`config.mk`:
```
export PLATFORM = sky130hd
export DESIGN_NAME = mxm_rd_streamer
export DESIGN_NICKNAME = d
export VERILOG_FILES = /design/src/rtl/mxm_rd_streamer_pkg.sv /design/src/rtl/mxm_rd_fifo.sv /design/src/rtl/mxm_rd_streamer.sv
export SDC_FILE = /design/constraint.sdc
export NUM_CORES = 1
export LEC_CHECK = 0
export BUFFER_PORTS_ARGS = -buffer_cell sky130_fd_sc_hd__buf_2
export CAP_MARGIN = 10
export CORE_MARGIN = 8
export CORE_UTILIZATION = 55
export CTS_BUF_LIST = sky130_fd_sc_hd__clkbuf_8
export DETAILED_ROUTE_END_ITERATION = 6
export PLACE_DENSITY = 0.76
export RECOVER_POWER = 50
export SETUP_SLACK_MARGIN = 0.3
export SYNTH_ARGS = -nofsm -noshare
export SYNTH_HDL_FRONTEND = slang
export SYNTH_SLANG_ARGS = --single-unit
```
`constraint.sdc`:
```
create_clock -name clk -period 22.1 [get_ports clk]
set_input_delay 1.105 -clock clk [delete_from_list [all_inputs] [get_ports clk]]
set_output_delay 1.105 -clock clk [all_outputs]
set_load 0.005 [all_outputs]
```
`src/rtl/mxm_rd_streamer_pkg.sv`:
```
// rtl/mxm_rd_streamer_pkg.sv - shared MXM geometry, read latency and streamer FSM encoding
package mxm_rd_streamer_pkg;

    localparam int MXM_P        = 4;
    localparam int MXM_DATA_W   = MXM_P * 2 * 8;
    localparam int MXM_DEPTH    = 64;
    localparam int MXM_NUM_PIPE = 2;
    // Also consumed by the MXM writer, keep the two in lockstep.
    localparam int MXM_RD_LAT   = MXM_NUM_PIPE + 1;

    typedef enum logic [1:0] {
        ST_IDLE  = 2'd0,
        ST_ISSUE = 2'd1,
        ST_DRAIN = 2'd2
    } rd_state_e;

    function automatic int popcount(input logic [31:0] v);
        int n;
        n = 0;
        for (int i = 0; i < 32; i++) begin
            n += int'(v[i]);
        end
        return n;
    endfunction

endpackage

```
`src/rtl/mxm_rd_fifo.sv`:
```
// rtl/mxm_rd_fifo.sv - synchronous output FIFO with count, head read straight from storage
module mxm_rd_fifo #(
    parameter int  W  = 65,
    parameter int  D  = 5,
    localparam int PW = (D > 1) ? $clog2(D) : 1,
    localparam int CW = $clog2(D + 1)
) (
    input  logic          clk,
    input  logic          rst,
    input  logic          push,
    input  logic [W-1:0]  push_data,
    input  logic          pop,
    output logic [W-1:0]  head_data,
    output logic          empty,
    output logic [CW-1:0] count
);

    logic [W-1:0]  mem_q [D];
    logic [PW-1:0] wr_ptr_q;
    logic [PW-1:0] rd_ptr_q;
    logic [CW-1:0] cnt_q;
    logic          full;

    function automatic logic [PW-1:0] ptr_inc(input logic [PW-1:0] p);
        return (p == PW'(D - 1)) ? '0 : p + 1'b1;
    endfunction

    // Storage write; contents need no reset because the count gates visibility.
    always_ff @(posedge clk) begin
        if (push) begin
            mem_q[wr_ptr_q] <= push_data;
        end
    end

    // Pointer and occupancy bookkeeping; push+pop together leaves the count alone.
    always_ff @(posedge clk) begin
        if (rst) begin
            wr_ptr_q <= '0;
            rd_ptr_q <= '0;
            cnt_q    <= '0;
        end else begin
            if (push) wr_ptr_q <= ptr_inc(wr_ptr_q);
            if (pop)  rd_ptr_q <= ptr_inc(rd_ptr_q);
            case ({push, pop})
                2'b10:   cnt_q <= cnt_q + 1'b1;
                2'b01:   cnt_q <= cnt_q - 1'b1;
                default: cnt_q <= cnt_q;
            endcase
        end
    end

    assign head_data = mem_q[rd_ptr_q];
    assign empty     = (cnt_q == '0);
    assign full      = (cnt_q == CW'(D));
    assign count     = cnt_q;

    a_no_push_when_full: assert property (@(posedge clk) disable iff (rst) !(push && full));

endmodule

```
`src/rtl/mxm_rd_streamer.sv`:
```
// rtl/mxm_rd_streamer.sv - command-driven MXM read sequencer with credit-limited output stream
module mxm_rd_streamer
    import mxm_rd_streamer_pkg::*;
#(
    parameter int  DATA_W = MXM_DATA_W,
    parameter int  DEPTH  = MXM_DEPTH,
    parameter int  RD_LAT = MXM_RD_LAT,
    parameter int  FIFO_D = RD_LAT + 2,
    localparam int AW     = $clog2(DEPTH)
) (
    input  logic              clk,
    input  logic              rst,
    input  logic              cmd_valid,
    output logic              cmd_ready,
    input  logic [AW-1:0]     cmd_addr,
    input  logic [AW:0]       cmd_len,
    output logic              mem_rd_en,
    output logic [AW-1:0]     mem_rd_addr,
    input  logic [DATA_W-1:0] mem_dout,
    output logic              m_valid,
    input  logic              m_ready,
    output logic [DATA_W-1:0] m_data,
    output logic              m_last,
    output logic              busy
);

    localparam int CW = $clog2(FIFO_D + 1);

    rd_state_e         state_q, state_d;
    logic [AW-1:0]     addr_q, addr_d;
    logic [AW:0]       rem_q, rem_d;
    logic              rd_en_q;
    logic              rd_last_q;
    logic [AW-1:0]     rd_addr_q;
    logic [RD_LAT-1:0] vld_q;
    logic [RD_LAT-1:0] lst_q;

    logic [CW-1:0]     fifo_cnt;
    logic              fifo_empty;
    logic [DATA_W:0]   fifo_head;
    logic              cmd_fire;
    logic              issue;
    logic              pop;
    logic              inflight_none;
    logic              final_issue;
    int                outstanding;

    // Credit check: everything issued but not yet popped, less a word leaving this cycle.
    always_comb begin
        outstanding   = int'(fifo_cnt) + int'(rd_en_q) + popcount(32'(vld_q)) - int'(pop);
        issue         = (state_q == ST_ISSUE) && (outstanding < FIFO_D);
        final_issue   = issue && (rem_q == (AW + 1)'(1));
        cmd_fire      = cmd_valid && cmd_ready;
        inflight_none = !rd_en_q && (vld_q == '0);
    end

    // FSM state register.
    always_ff @(posedge clk) begin
        if (rst) state_q <= ST_IDLE;
        else     state_q <= state_d;
    end

    // FSM next-state: zero-length commands never leave IDLE.
    always_comb begin
        state_d = state_q;
        case (state_q)
            ST_IDLE:  if (cmd_fire && (cmd_len != '0)) state_d = ST_ISSUE;
            ST_ISSUE: if (final_issue) state_d = ST_DRAIN;
            ST_DRAIN: if (inflight_none && fifo_empty) state_d = ST_IDLE;
            default:  state_d = ST_IDLE;
        endcase
    end

    // FSM outputs; a command is refused while reset is asserted.
    always_comb begin
        cmd_ready = (state_q == ST_IDLE) && !rst;
        busy      = (state_q != ST_IDLE);
    end

    // Address/remaining-count next values; address wraps modulo DEPTH.
    always_comb begin
        addr_d = addr_q;
        rem_d  = rem_q;
        if (cmd_fire) begin
            addr_d = cmd_addr;
            rem_d  = cmd_len;
        end else if (issue) begin
            addr_d = (addr_q == AW'(DEPTH - 1)) ? '0 : addr_q + 1'b1;
            rem_d  = rem_q - (AW + 1)'(1);
        end
    end

    // Issue registers and the vld/last tracker that tags memory data arriving RD_LAT later.
    always_ff @(posedge clk) begin
        if (rst) begin
            addr_q    <= '0;
            rem_q     <= '0;
            rd_en_q   <= 1'b0;
            rd_last_q <= 1'b0;
            rd_addr_q <= '0;
            vld_q     <= '0;
            lst_q     <= '0;
        end else begin
            addr_q    <= addr_d;
            rem_q     <= rem_d;
            rd_en_q   <= issue;
            rd_last_q <= final_issue;
            if (issue) rd_addr_q <= addr_q;
            vld_q[0]  <= rd_en_q;
            lst_q[0]  <= rd_last_q;
            for (int i = 1; i < RD_LAT; i++) begin
                vld_q[i] <= vld_q[i-1];
                lst_q[i] <= lst_q[i-1];
            end
        end
    end

    assign mem_rd_en   = rd_en_q;
    assign mem_rd_addr = rd_addr_q;
    assign pop         = m_valid && m_ready;

    mxm_rd_fifo #(
        .W (DATA_W + 1),
        .D (FIFO_D)
    ) u_fifo (
        .clk       (clk),
        .rst       (rst),
        .push      (vld_q[RD_LAT-1]),
        .push_data ({lst_q[RD_LAT-1], mem_dout}),
        .pop       (pop),
        .head_data (fifo_head),
        .empty     (fifo_empty),
        .count     (fifo_cnt)
    );

    assign m_valid = !fifo_empty;
    assign m_data  = fifo_head[DATA_W-1:0];
    assign m_last  = m_valid && fifo_head[DATA_W];

endmodule

```
# Word level (Yosys, flattened, before mapping)
# Memory sizes are Yosys's and may differ from the RTL's. A register that Yosys moved wholly into a read port is not among the register bits.
# Cells that the tools add are included.
# word_totals
output_inout_bits	75
mem_count	1
latch_bits	0
inputBits	81
ff_bits	38
rom_bits	0
ramBits	325
word_cells	71
# classes
addsub	11
reduce_logical	20
n_div	0
multipliers	0
muxes	16
magnitude_cmp	1
eq_ne	11
n_shift	0
n_bitwise	0
# mem_list
memory	depth	width	rd	rd_clocked_by_memory_dff	wr	line_no	rtl
u_fifo.mem_q	5	65	1	1	1	mxm_rd_fifo.sv:18	logic [W-1:0] mem_q [D];
# op_table
op	count
two-way mux 6 bit	3
two-way mux 7 bit	2
two-way mux 3 bit	4
adder 3 x 1 -> 3 bit, second input constant	3
logical AND 1 bit	9
== test 7 x 1 -> 1 bit, second input constant	1
nonzero test 7 bit	1
subtractor 7 x 1 -> 7 bit, second input constant	1
adder 6 x 1 -> 6 bit, second input constant	1
== test 3 bit, second input constant	2
== test 6 bit, second input constant	1
logical NOT 3 bit	2
less-than comparator 6 x 4 -> 1 bit, second input constant	1
two-way mux 2 bit	3
!= test 2 bit, second input constant	3
case mux 2 bit (3 select lines)	1
case mux 3 bit (2 select lines)	1
nonzero test 2 bit	3
subtractor 5 x 1 -> 6 bit	1
adder 4 x 3 -> 5 bit	1
adder 3 x 1 -> 4 bit	1
== test 2 x 1 -> 1 bit, second input constant	2
== test 2 bit, second input constant	2
adder 2 x 1 -> 3 bit	1
6 further kinds	9

# Logic depth before layout (Yosys ltp)
# Gate-level depths: netlist of run 1.
# logic_depth
ltp_word	9
depth_mapped	18

# By module
# From an unflattened synthesis of run 1, not the netlist that was laid out.
# hier_totals
cells_unflattened	950
area_unflattened_um2	15429.8
# by_module_without_submodules
module	n_inst	cells_each	area_per_inst_um2	seq_area_each_um2
mxm_rd_fifo	1	757	13787.0	9999.6
mxm_rd_streamer	1	193	1642.8	580.6

# Least setup slack after synthesis of run 1
# No wires, ideal clock.
# synth_timing
kind	register to register
start	register vld_q[2]
end	memory u_fifo.mem_q[0][0], enable pin
period_less_slack_ns	7.425
t_required_ns	21.451
arrival_time_ns	6.776
stages_incl_launch_ff	3
n_path_buf	0
slack_ns	14.675
cell_sequence	dfxtp_1 > inv_1 > nor4_1
# synth_via
elab_chain_cells	2
# synth_lines
element	line_no	rtl
start: declaration	mxm_rd_streamer.sv:35	logic [RD_LAT-1:0] vld_q;
start signal: indexed assignment	mxm_rd_streamer.sv:112	vld_q[i] <= vld_q[i-1];
two-way mux 1 bit	mxm_rd_fifo.sv:30	if (push) begin
two-way mux 1 bit (not written as such)	mxm_rd_fifo.sv:31	mem_q[wr_ptr_q] <= push_data;
end: declaration	mxm_rd_fifo.sv:18	
# No other way between the ends.

# Worst setup path after layout of run 1
# layout_timing
start	register u_fifo.cnt_q[2] (netlist: u_fifo.count[2])
end	register addr_q[0]
# layout_via
elab_chain_cells	7
elab_cells_between_ends	9
# layout_lines
element	line_no	rtl
start: declaration	mxm_rd_fifo.sv:21	logic [CW-1:0] cnt_q;
start signal: assignment	mxm_rd_fifo.sv:45	2'b10: cnt_q <= cnt_q + 1'b1;
start signal: assignment	mxm_rd_fifo.sv:46	2'b01: cnt_q <= cnt_q - 1'b1;
start signal: assignment	mxm_rd_fifo.sv:47	default: cnt_q <= cnt_q;
logical NOT 3 bit	mxm_rd_fifo.sv:53	assign empty = (cnt_q == '0);
logical NOT 1 bit	mxm_rd_streamer.sv:136	assign m_valid = !fifo_empty;
logical AND 1 bit	mxm_rd_streamer.sv:120	assign pop = m_valid && m_ready;
named net pop	mxm_rd_streamer.sv:43	logic pop;
subtractor 5 x 1 -> 6 bit	mxm_rd_streamer.sv:50	outstanding = int'(fifo_cnt) + int'(rd_en_q) + popcount(32'(vld_q)) - int'(pop);
less-than comparator 6 x 4 -> 1 bit	mxm_rd_streamer.sv:51	issue = (state_q == ST_ISSUE) && (outstanding < FIFO_D);
logical AND 1 bit	mxm_rd_streamer.sv:51	
nonzero test 2 bit (no source line)	--	
end signal: assignment	mxm_rd_streamer.sv:104	addr_q <= addr_d;
end: declaration	mxm_rd_streamer.sv:30	logic [AW-1:0] addr_q, addr_d;
# The timed path passes the listed nets, and every way through them passes these cells.
# A chain may end at the register's enable or synchronous reset.

==> results.ini, run 1 <==
[setup_path]
cpPeakStageDelay_ns=0.78
path_buf_inv=4
worstSetupStartpointType=flip-flop
worst_path_most_repeated_cell=inv_1
crit_required_ns=22.53
worstSetupPathType=flip-flop to flip-flop
rrSetupSlack_ns=17.59
cp-end-kind=flip-flop
worstPathArrival_ns=4.95
crit_path_top_delay_cell=o21ai_1
crit_family=compound AO/OA/AOI/OAI gates
path_cells=nor3_1 > inv_1 > nand2_1 > inv_1 > ha_1 > fa_1 > inv_1 > fa_1 > inv_1 > fa_1 > nand2b_1 > a21oi_2 > xnor2_1 > o21ai_1 > a311oi_1 > a2111oi_0
crit_fanout=14

[status]
status=finished, violations left
violations=capacitance limit, slew limit

[timing]
setup_viol=0
finClkSkew_ns=0.0161
rsz0062_at_grt=no
worst_pin_slew_ns=2.55
slew_headroom_pct=-70.1
whs_ns=0.433
fin_ws_ns=17.59
fin_setup_tns_ns=0
fin_crit_sh_pct=20.4
fmax_ghz=0.222
layout_min_cycle_time_ns=4.51
hold_viol_final=0
maxSlewViolCount=112

[clock_network]
postCtsSetupBuffers=0
ctsHtreeMaxLevel=2
cts.reportedPaths.clkPinSlew_ns=0.07
cts-buffers-inserted=55
cts.sinks=366
ctsHoldBuffers=0
insertion_delay_ns=0.58
cts.path.max_buffers=3
cts-root-buf=clkbuf_8
cts_tree=done
cts_resized=0

[routing]
routed_wl_mm=27.0
via_per_inst=5.64
wl_per_cell_um=20.5
route.detailed.drc=0
firstDrtPassIters=5
first_iter_violations=488
num_vias=7433
detail-route-antenna-nets=0

[floorplanning]
dieArea_um2=31400
start_util_pct=55.4
die_w_um=177
rows=59
core_um2=25800
die_y_um=177
io_pins=156

[min_path]
hold_path_class=flip-flop to flip-flop

[synth]
synth_most_common_cell=edfxtp_1
ys_async_sr_fraction_pct=0
yosysSeqAreaShare_pct=74.1
syn-cell-area_um2=14300
yosysUniqueCellTypes=50
synth.top_cell.area_share_pct=68.4
avgSynthCellArea_um2=19.1
synth_edf_count=325
synth_warnings=0
syn-num-nets=847
ys_dominant_reg_cell=edfxtp_1
ys_ff_latch=366
synthCells=747
synth.area.top_cells=edfxtp_1, mux4_2, dfxtp_1, mux2_2, ha_1
yosys-top-cells-count=edfxtp_1, mux4_2, mux2_2
synth_area_leader_cell=edfxtp_1

[global_routing]
grt_use_met3_pct=4.20
busiest_layer=met2
antenna_found_initial=1
grt_pass1_wl_mm=42.2
grt_overflow=0
use_met1_pct=23.0
grt_usage_pct=17.3
grt_start_max_net_pins=66
grt_use_met2_pct=27.8
grt_pass1_vias=7813

[layout]
multiInputGateArea_um2=3480
nFillCells=1819
final_cells=1318
drive_gt1_share_pct=31.4
layout.area.seq_um2=10600
synthToLayoutAreaGrowth_pct=14.6
design_area_um2=16400
nNetsFinal=1035

[placed_design]
dpl.cell_count=1213
portBuffers=155
dp_hpwl_mm=15.7
dpl-instance-area_um2=15400
post-place-ws_ns=17.29
gp_congestion=0.826

[power_and_ir_drop]
power_leakage_nw=5.34
power_density_nw_per_um2=79.4
ir_drop_mv=0.0558

[run]
cap_violations=3

-- final timing paths --
path	startpoint	end	cells after the start
max	u_fifo.count[2]	addr_q[0]	16
min	lst_q[0]	lst_q[1]	1
max reg2reg	u_fifo.count[2]	addr_q[0]	16
min reg2reg	lst_q[0]	lst_q[1]	1
-- final cells by class --
| class | instances | area share [%] |
|---|---|---|
| clock inverters | 45 | 1.26 |
| well taps | 335 | 2.56 |
| flip-flops and latches | 366 | 64.8 |
| repair buffers | 165 | 4.66 |
| diodes | 2 | 0.0306 |
| clock buffers | 58 | 4.88 |
| multi-input cells | 323 | 21.3 |
| inverters | 24 | 0.551 |
-- where the power goes --
| part | total [mW] | switching, mW | internal (mW) | leakage, nW |
|---|---|---|---|---|
| registers | 0.762 | 0.00552 | 0.757 | 3.26 |
| logic | 0.0435 | 0.0254 | 0.0180 | 1.51 |
| clock network | 0.493 | 0.248 | 0.245 | 0.574 |
-- through the flow --
| stage | util, % | power (mW) |
|---|---|---|
| 2_1_floorplan | - | 0.800 |
| 3_3_place_gp | 59.9 | 0.820 |
| 3_5_place_dp | 59.9 | 0.822 |
| 4_1_cts | 63.8 | 1.32 |
| 5_1_grt | 63.5 | 1.35 |
| 6_report | 63.5 | 1.30 |
-- layer usage --
layer / up-vias / share of wire [%]
met2: 250 / 48
met3: 45 / 6.9
li1: 3391 / -
met4: 0 / 2.1
met1: 3747 / 43
met5: - / 0
-- registers in the layout (all words and copies together) (netlist names), named ones only --
signal,cells
u_fifo.mem_q,325
rem_q,7
addr_q,6
mem_rd_addr,6
lst_q,3
u_fifo.count,3
u_fifo.rd_ptr_q,3
u_fifo.wr_ptr_q,3
vld_q,3
state_q,2
mem_rd_en,1
rd_last_q,1
-- layout by cell type (no fill, tap or decap), types with 6 or more instances in the layout --
cell type and n:
mux2_2 64, clkinv_1 14, nor3_1 7, or4_1 6
clkinv_2 8, nor2b_1 7, o21ai_0 14, o31ai_1 6
mux4_2 65, edfxtp_1 325, buf_4 8, nor2_1 29
clkbuf_8 58, buf_2 90, nand2_1 15, nand3_1 13
inv_1 42, ha_1 15, a21oi_1 17, dfxtp_1 38
a311oi_1 6, clkbuf_1 67
-- worst reg2reg max path, cell delays in order (launching register included) --
cell and delay (ns):
dfxtp_1 0.36, nor3_1 0.41, inv_1 0.11, nand2_1 0.15, inv_1 0.11, ha_1 0.29
fa_1 0.42, inv_1 0.07, fa_1 0.18, inv_1 0.05, fa_1 0.40, nand2b_1 0.17
a21oi_2 0.13, xnor2_1 0.09, o21ai_1 0.78, a311oi_1 0.22, a2111oi_0 0.42
-- logic make-up after synthesis --
logic type / count (synthesis) / synth area share, %
xor gates and xnor gates: 4 / 0.246
DFF: 366 / 74.1
muxes: 131 / 15.4
adders and majority gates: 19 / 1.88
and+or+nand+nor: 104 / 3.71
buffers and inverters: 58 / 1.66
AOI/OAI and AO/OA: 65 / 2.92
Power figures use the tool's default switching activity.
==> run 2: changes to the inputs <==
--- a/config.mk
+++ b/config.mk
@@ -11,7 +11,7 @@
 export CORE_UTILIZATION = 55
 export CTS_BUF_LIST = sky130_fd_sc_hd__clkbuf_8
 export DETAILED_ROUTE_END_ITERATION = 6
-export PLACE_DENSITY = 0.76
+export PLACE_DENSITY = 0.79
 export RECOVER_POWER = 50
 export SETUP_SLACK_MARGIN = 0.3
 export SYNTH_ARGS = -nofsm -noshare
==> constraint.sdc (replaced) <==
create_clock -name clk -period 4.05 [get_ports clk]
set_input_delay 0.2025 -clock clk [delete_from_list [all_inputs] [get_ports clk]]
set_output_delay 0.2025 -clock clk [all_outputs]
set_load 0.005 [all_outputs]
==> run 2 against run 1 <==
The run still ends with capacitance limit, slew limit left. Routed wire length up 7.4%. Flip-flop and latch count unchanged. Hold slack worse by 0.32 ns. Utilization up 3.7 points. Fmax up 21%. Die area unchanged. Sequential power rose to 5.5 times the previous value. Register-to-register slack worse by 17 ns. Via count up 5.8%. First-iteration DRC count down 1.4%.
==> results.ini, run 2 (same netlist as run 1, synthesis figures left out) <==
[layout]
layout.area.seq_um2=10600  ; about the same
synthToLayoutAreaGrowth_pct=21.2
nNetsFinal=1125  ; +8.7%
multiInputGateArea_um2=3590  ; +3.1%
nFillCells=1687  ; -7.3%
reg.largest.list=u_fifo.mem_q (325), rem_q (7)
final_cell_mix=edfxtp_1, buf_2, dlygate4sd3_1
largest_reg_flops=325  ; unchanged
utilization_pct=67.1  ; +3.7 points
regMostFlops=u_fifo.mem_q
drive_gt1_share_pct=30.2  ; -1.2 points
final_cells=1405  ; +6.6%
layout_commonest_cell=edfxtp_1

[setup_path]
worstPathArrival_ns=4.08  ; -0.87 ns
worstSetupPathType=flip-flop to flip-flop
crit_required_ns=4.40  ; -18.13 ns
worstSetupStartpointType=flip-flop
cp-end-kind=flip-flop
path_cells=nor3_4 > inv_1 > nand2_4 > inv_4 > ha_4 > fa_1 > inv_2 > fa_2 > inv_2 > fa_2 > nand2b_4 > a21oi_4 > xnor2_2 > o21a_2 > buf_4 > buf_4 > o31ai_2 > a21oi_1
crit_path_top_delay_cell=fa_1
cpPeakStageDelay_ns=0.48  ; -0.30 ns
crit_fanout=7  ; -7

[status]
violations=capacitance limit, slew limit
status=finished, violations left

[timing]
layout_min_cycle_time_ns=3.73  ; -0.778 ns
rsz0062_at_grt=yes
setup_viol=0  ; unchanged
slew_headroom_pct=-51.0  ; +19 points
finClkSkew_ns=0.0137  ; -0.00237 ns
hold_viol_final=0  ; unchanged
fin_crit_sh_pct=92.2  ; +72 points
fin_ws_ns=0.316  ; -17.27 ns
maxSlewViolCount=80  ; -29%
worst_pin_slew_ns=2.27  ; -0.286 ns
fmax_ghz=0.268  ; +21%

[placed_design]
dpl.cell_count=1220  ; +0.58%
post-place-ws_ns=0.0507  ; -17.24 ns
gp_congestion=0.853  ; +3.2%
dp_hpwl_mm=16.5  ; +4.8%
portBuffers=155  ; unchanged

[routing]
first_iter_violations=481  ; -1.4%
routed_wl_mm=29.0  ; +7.4%
route.detailed.drc=0  ; unchanged
firstDrtPassIters=5  ; unchanged
detail-route-antenna-nets=0  ; unchanged
via_per_inst=5.60  ; -0.75%
num_vias=7864  ; +5.8%
wl_per_cell_um=20.6  ; +0.75%

[clock_network]
cts_tree=done
cts.sinks=366  ; unchanged
cts-root-buf=clkbuf_8
cts-buffers-inserted=53  ; -3.6%
cts.path.max_buffers=3  ; unchanged
insertion_delay_ns=0.56  ; -0.02 ns
cts.reportedPaths.clkPinSlew_ns=0.06  ; about the same
ctsHtreeMaxLevel=2  ; unchanged

[power_and_ir_drop]
pwr-share-seq_pct=58.9  ; +0.2 points
switchingPower_mw=1.50  ; +440%
p_comb_share_pct=4.5  ; +1.2 points
power_leakage_nw=5.74  ; +7.4%
p_int_mw=5.57  ; +450%
p_sw_share_pct=21.2  ; -0.30 points
p_clk_share_pct=36.6  ; -1.4 points
ir_drop_mv=0.251  ; +350%
power_density_nw_per_um2=408  ; +410%

[min_path]
hold_path_class=input pin to flip-flop

[global_routing]
grt_pass1_vias=8360  ; +7.0%
grt_pass1_wl_mm=44.9  ; +6.3%
grt_usage_pct=18.2  ; +0.92 points
grt_start_max_net_pins=66  ; unchanged
grt_overflow=0  ; unchanged
grt_use_met2_pct=31.3  ; +3.5 points
antenna_found_initial=1  ; unchanged
busiest_layer=met2
use_met1_pct=23.0  ; unchanged
grt_use_met3_pct=4.25  ; +0.043 points

[floorplanning]
die_y_um=177  ; unchanged
core_um2=25800  ; unchanged
die_w_um=177  ; unchanged
io_pins=156  ; unchanged
dieArea_um2=31400  ; unchanged
start_util_pct=55.4  ; unchanged
rows=59  ; unchanged

[run]
cap_violations=2  ; -1

run 2: cell count changes in the layout (fill, tap and decap cells not counted), sizes merged:
cell         before  now
buf              98  104
clkbuf          125  132
clkinv           22   18
clkinvlp          4    0
diode             2    1
dlygate4sd3       0   77
inv              43   49
run 2: layout make-up:
type                       count  area share (%)
antenna                        1          0.0145
clock buffer                  56            4.46
clock inverter                43            1.03
inverter                      24           0.535
multi-input combinational    323            20.7
sequential                   366            61.3
tap                          335            2.42
timing repair buffer         257            9.54
run 2: worst paths after layout:
path / endpoint / depth (start not counted) / slack [ns] / startpoint
worst max-delay path: state_q[0] / 18 / 0.32 / u_fifo.count[1]
worst min-delay path: flip-flop / 4 / 0.12 / m_ready
worst max register to register: state_q[0] / 18 / 0.32 / u_fifo.count[1]
worst min register to register: lst_q[2] / 1 / 0.44 / lst_q[1]
run 2: repair_timing:
| action | in CTS | in global routing |
|---|---|---|
| gates cloned | 0 | 0 |
| pin swaps | 2 | 15 |
| buffers inserted | 2 | 6 |
| endpoints found under the hold margin | 333 | 0 |
| hold buffers | 77 | 0 |
| setup endpoints to repair | 17 | 18 |
| resized for setup | 6 | 23 |
run 2: per-stage QoR:
stage | TNS (ns) | total power [mW] | instance area, µm² | hold slack (ns)
4_1_cts | 0 | 7.12 | 17300 | 0.0190
2_1_floorplan | -81.93 | 4.37 | 14300 | 0.301
5_1_grt | 0 | 7.31 | 17300 | 0.120
3_3_place_gp | 0 | 4.48 | 15500 | 0.423
3_5_place_dp | 0 | 4.49 | 15500 | 0.429
6_report | 0 | 7.06 | 17300 | 0.118
run 2: power by group through the flow:
stage / sequential [mW] / clock, mW / combinational, mW
final: 4.16 / 2.59 / 0.318
after global routing: 4.16 / 2.81 / 0.347
after CTS: 4.16 / 2.65 / 0.315
after detailed placement: 4.24 / 0 / 0.251
after global placement: 4.24 / 0 / 0.243
after floorplan: 4.23 / 0 / 0.135
run 2: per-layer routing:
layer / routed length (µm) / vias up / share of wire, %
li1: - / 3568 / -
met1: 11900 / 3975 / 41
met2: 14700 / 288 / 51
met3: 2000 / 33 / 6.9
met4: 408 / 0 / 1.4
met5: 0 / - / 0
run 2: critical path: cells and delay by family, from the launching register on:
family,cells,cell delay [ns]
compound gates,4,0.77
xor+xnor,1,0.10
fa+ha+maj,4,1.30
buf+inv,6,0.57
flops,1,0.35
simple gates,3,0.45
